File: src/rtl/pwm_leds_wb.sv
// Wishbone-controlled PWM LED driver: CTRL/PRESCALE/DUTY registers, prescaled timebase, glitch-free duty update.
// Single-cycle ack one clock after accept; at most one access every two clocks; LEDs registered (1 clk).
module pwm_leds_wb #(
    parameter int ADDR_WIDTH = 3,
    parameter int DATA_WIDTH = 16,
    parameter int NUM_LEDS   = 4,
    parameter int PWM_BITS   = 8
) (
    input  logic                  clk,
    input  logic                  reset,
    output logic [NUM_LEDS-1:0]   led,
    input  logic [ADDR_WIDTH-1:0] wbs_address,
    input  logic [DATA_WIDTH-1:0] wbs_writedata,
    output logic [DATA_WIDTH-1:0] wbs_readdata,
    input  logic                  wbs_write,
    input  logic                  wbs_strobe,
    input  logic                  wbs_cycle,
    output logic                  wbs_ack
);
    localparam logic [ADDR_WIDTH-1:0] A_CTRL   = ADDR_WIDTH'(0);
    localparam logic [ADDR_WIDTH-1:0] A_PRE    = ADDR_WIDTH'(1);
    localparam logic [ADDR_WIDTH-1:0] A_STATUS = ADDR_WIDTH'(7);

    logic [1:0]          r_ctrl;
    logic [15:0]         r_prescale;
    logic [15:0]         r_pre_cnt;
    logic [PWM_BITS-1:0] r_pwm_cnt;
    logic [PWM_BITS-1:0] r_duty    [NUM_LEDS];
    logic [PWM_BITS-1:0] r_duty_sh [NUM_LEDS];
    logic [NUM_LEDS-1:0] r_led;
    logic                r_ack;
    logic [DATA_WIDTH-1:0] r_rdata;

    logic                  w_accept;
    logic                  w_wr;
    logic                  w_rd;
    logic                  w_wr_ctrl;
    logic                  w_wr_pre;
    logic [NUM_LEDS-1:0]   w_wr_duty;
    logic [DATA_WIDTH-1:0] w_rdata;
    logic                  w_tick;
    logic                  w_wrap;

    // The ack blocks the next accept, so a held request is serviced every other clock.
    always_comb begin
        w_accept  = wbs_cycle & wbs_strobe & ~r_ack;
        w_wr      = w_accept & wbs_write;
        w_rd      = w_accept & ~wbs_write;
        w_wr_ctrl = w_wr && (wbs_address == A_CTRL);
        w_wr_pre  = w_wr && (wbs_address == A_PRE);
        w_rdata   = '0;
        if (wbs_address == A_CTRL)
            w_rdata[1:0] = r_ctrl;
        else if (wbs_address == A_PRE)
            w_rdata[15:0] = r_prescale;
        else if (wbs_address == A_STATUS)
            w_rdata[PWM_BITS-1:0] = r_pwm_cnt;
        for (int i = 0; i < NUM_LEDS; i++) begin
            w_wr_duty[i] = w_wr && (wbs_address == ADDR_WIDTH'(2 + i));
            if (wbs_address == ADDR_WIDTH'(2 + i))
                w_rdata[PWM_BITS-1:0] = r_duty[i];
        end
    end

    assign w_tick = r_ctrl[0] && (r_pre_cnt == r_prescale);
    assign w_wrap = w_tick && (r_pwm_cnt == '1);

    always_ff @(posedge clk) begin
        if (reset) begin
            r_ctrl     <= '0;
            r_prescale <= '0;
            r_pre_cnt  <= '0;
            r_pwm_cnt  <= '0;
            r_led      <= '0;
            r_ack      <= 1'b0;
            r_rdata    <= '0;
            for (int i = 0; i < NUM_LEDS; i++) begin
                r_duty[i]    <= '0;
                r_duty_sh[i] <= '0;
            end
        end else begin
            r_ack <= w_accept;
            if (w_rd)
                r_rdata <= w_rdata;
            if (w_wr_ctrl)
                r_ctrl <= wbs_writedata[1:0];
            if (w_wr_pre)
                r_prescale <= wbs_writedata[15:0];

            if (!r_ctrl[0]) begin
                r_pre_cnt <= '0;
                r_pwm_cnt <= '0;
            end else begin
                if (w_wr_pre || w_tick)
                    r_pre_cnt <= '0;
                else
                    r_pre_cnt <= r_pre_cnt + 16'd1;
                if (w_tick)
                    r_pwm_cnt <= r_pwm_cnt + PWM_BITS'(1);
            end

            // Shadow samples the pre-write DUTY value, so a write on the wrap cycle waits a full period.
            for (int i = 0; i < NUM_LEDS; i++) begin
                if (w_wr_duty[i])
                    r_duty[i] <= wbs_writedata[PWM_BITS-1:0];
                if (!r_ctrl[0] || w_wrap)
                    r_duty_sh[i] <= r_duty[i];
                r_led[i] <= r_ctrl[0] ? ((r_pwm_cnt < r_duty_sh[i]) ^ r_ctrl[1]) : r_ctrl[1];
            end
        end
    end

    assign led          = r_led;
    assign wbs_ack      = r_ack;
    assign wbs_readdata = r_rdata;
endmodule
File: config.mk
export PLATFORM = sky130hd
export DESIGN_NAME = pwm_leds_wb
export DESIGN_NICKNAME = d
export VERILOG_FILES = /design/src/rtl/pwm_leds_wb.sv
export SDC_FILE = /design/constraint.sdc
export NUM_CORES = 1
export LEC_CHECK = 0
export ABC_CLOCK_PERIOD_IN_PS = 4900
export CAP_MARGIN = 0
export CORE_ASPECT_RATIO = 1.75
export CORE_MARGIN = 3
export CORE_UTILIZATION = 64
export CTS_CLUSTER_SIZE = 28
export DETAILED_ROUTE_END_ITERATION = 8
export GPL_TIMING_DRIVEN = 1
export HOLD_SLACK_MARGIN = 0.08
export PLACE_DENSITY_LB_ADDON = 0.12
export SLEW_MARGIN = 20
export SYNTH_ARGS = -nofsm -noshare
export SYNTH_HDL_FRONTEND = slang
export SYNTH_SLANG_ARGS = --single-unit
File: constraint.sdc
create_clock -name clk -period 4.9 [get_ports clk]
set_clock_uncertainty 0.05 [all_clocks]
set_input_delay 0.49 -clock clk [delete_from_list [all_inputs] [get_ports clk]]
set_output_delay 0.49 -clock clk [all_outputs]
set_load 0.02 [all_outputs]
==> run metrics <==
status=complete, no violations; DRC Markers=0; CTS tree=yes; CP Launch Type=input port; Slew Limit Headroom=0.446; commonest non-fill, non-tap cells in the layout=nand2_1, edfxtp_1, dfxtp_1; Critical path origin=wbs_address[2]; FFs w/ async S/R, synth=0; clock root buffer=clkbuf_16; Final Slew Violations=0; TritonRoute pass-1 iters=7; Synth Instances=approximately 660; worst reg2reg path depth=6; Initial Utilization=0.662; Post-synth top flop=edfxtp_1; vias in the first global route=roughly 5000; Max Fanout on Critical Path=21; WP data required=between 5 and 6 ns; pwr dens=~340 mW/mm^2; Final Hold Viols=0; die width=82.5 um; Die Y=around 140 um; crit path time final=~3.2 ns; Layout Nets=748; Post-DP HPWL=11800 um; Reg clk slew, reported paths=0.06 ns; Fin Setup TNS=0 ns; Hold Path End=wbs_readdata[9]; Avg Inst Size Synth=9.95 um^2; Syn. warnings=0; first-pass GRT wire length=between 20000 and 30000 um; CTS H-tree lvls=4; Synth Register Bits=about 130; unrepaired setup endpoints after global routing=false; setup bufs post-CTS=0; # resized after CTS=0; DR WL/cell=slightly below 20 um; layout cells sized above 1=0.110; drt initial violations=just over 300; row count=48; area growth from synthesis to layout=16.0%; Worst R2R End=r_duty_sh[0][5]; worst hold path class=reg -> reg; Final ANT Viol Nets=0; ANT cells=0; CTS Buf Count=17; RePlAce Congestion=around 0.95; initial antenna violation count=0; post-synth cell types=46; flop2flop setup slack=roughly 1.7 ns; fillers=695; number of hold buffers added after cts=0; DR vias/cell=about 6.1; Port Buffers=44; Worst Hold Launch=wbs_readdata[9]; critical path endpoint category=flip-flop; static leakage=approximately 2.7 nW; reg2reg start=r_pre_cnt[11]; Hold Path Stages=2; sequential fraction of the synthesis area=0.485; CP max-delay cell=clkdlybuf4s50_1; syn_nets=approximately 700; crit-path cells=clkdlybuf4s50_1, nor3b_2, nand2_1, o211ai_1, buf_4, nor2_1; GRT Util Overall=0.302; largest net degree at the start of global routing=81; synthesized area=between 0.006 and 0.007 mm^2; fmax=around 310 MHz; Setup CP Type=in -> reg; Crit path largest cell delay=about 0.84 ns; GRT overflow=0; Post-synth EDFFs=64; CP delay by family, top=simple AND/OR/NAND/NOR gates; via count=about 5100; Cell Area, Placed=about 0.0070 mm^2; TritonCTS Sinks=roughly 130; most common cell after layout, fill and taps aside=nand2_1; worst-case clock buffer depth=2; Worst-Margin Slew=between 0.8 and 0.9 ns; buffers plus inverters on the worst setup path=2; Peak VDD IR=289 uV; max cap viols=0; core region area=about 0.0099 mm^2; clk_lat worst skew=around 0.41 ns; Arr. time, crit path=between 3 and 4 ns; period utilization=0.661; Finish-stage setup viols=0; Final Cell Area=between 0.007 and 0.008 mm^2; Detailed Route WL=about 16000 um; Top-Level Pins=45; Die Footprint=around 0.012 mm^2
[sequential cells by signal, indices dropped and copies added, names as in the netlist]
register and flops:
r_pwm_cnt 8, wbs_ack 1, r_pre_cnt 16, r_ctrl 2
r_duty 32, r_duty_sh 32, led 4, wbs_readdata 16
r_prescale 16
[stage by stage]
step	hold WS, ns	setup slack (ns)	total power, mW	instances	util
after floorplan	0.387	1.85	1.26	659	-
after global placement	0.393	1.22	1.31	799	0.706
after detailed placement	0.401	1.29	1.32	800	0.707
after CTS	0.412	1.33	2.56	832	0.767
after global routing	0.435	1.46	2.63	832	0.768
final	0.407	1.66	2.56	832	0.768
[metal layers]
| metal | global-route usage | vias up | share of wire |
|---|---|---|---|
| li1 | - | 2384 | - |
| met1 | 0.309 | 2406 | 0.34 |
| met2 | 0.535 | 203 | 0.54 |
| met3 | 0.0579 | 69 | 0.050 |
| met4 | 0.195 | 0 | 0.067 |
| met5 | 0 | - | 0 |
[kinds of logic after synthesis]
group,after synthesis,share of synthesized area
AO/OA/AOI/OAI,129,0.138
flip-flops,127,0.485
multiplexers,19,0.0301
adder cells (fa/ha/maj),30,0.0572
AND/OR/NAND/NOR,256,0.202
XOR/XNOR,30,0.0401
buffers and inverters,68,0.0477
[worst reg2reg max path: cells and delay by family, from the launching register on]
family	cells	cell delay, ns
buffers and inverters	1	0.31
and+or+nand+nor	4	1.83
DFF	1	0.42
xor gates and xnor gates	1	0.17
[worst max-delay path by stage]
stage                     depth (start not counted)         endpoint
final                                             6     r_pre_cnt[6]
after global routing                              6     r_pre_cnt[6]
after global placement                            5     r_pre_cnt[4]
after detailed placement                          5   r_prescale[12]
after CTS                                         6  r_duty_sh[1][4]
after floorplan                                   7  r_duty_sh[0][0]
[power by group]
group          total [mW]  switching [mW]  internal (mW)
Clock                1.26           0.460          0.799
Sequential           1.15          0.0128           1.14
Combinational       0.144          0.0846         0.0594
[synth_stat cells, types with 6 or more instances]
library cell	instances	area, um^2
xor2_1	9	78.8
o211ai_1	11	82.6
nor2_1	36	135
a21oi_1	44	220
mux2_2	6	67.6
a21oi_2	29	254
dfxtp_1	63	1260
mux2i_1	13	130
nand2b_1	45	282
clkbuf_1	25	93.8
xnor2_1	21	184
edfxtp_1	64	1920
nor3_1	7	35.0
a221o_1	6	60.1
inv_1	35	131
o21ai_0	6	30.0
nand2_1	73	274
nand3b_1	6	45.0
ha_1	30	375
and2_1	35	219
nand3_1	23	115
nand4_1	9	56.3
[layout make-up]
cell class              instances  area (um^2)  area share
clock buffers                  18          429      0.0564
inverters                      35          131      0.0173
well taps                     125          156      0.0205
multi-input cells             464         3070       0.403
clock inverters                14          166      0.0219
flip-flops and latches        127         3180       0.418
repair buffers                 49          473      0.0621
Power figures use the tool's default switching activity.
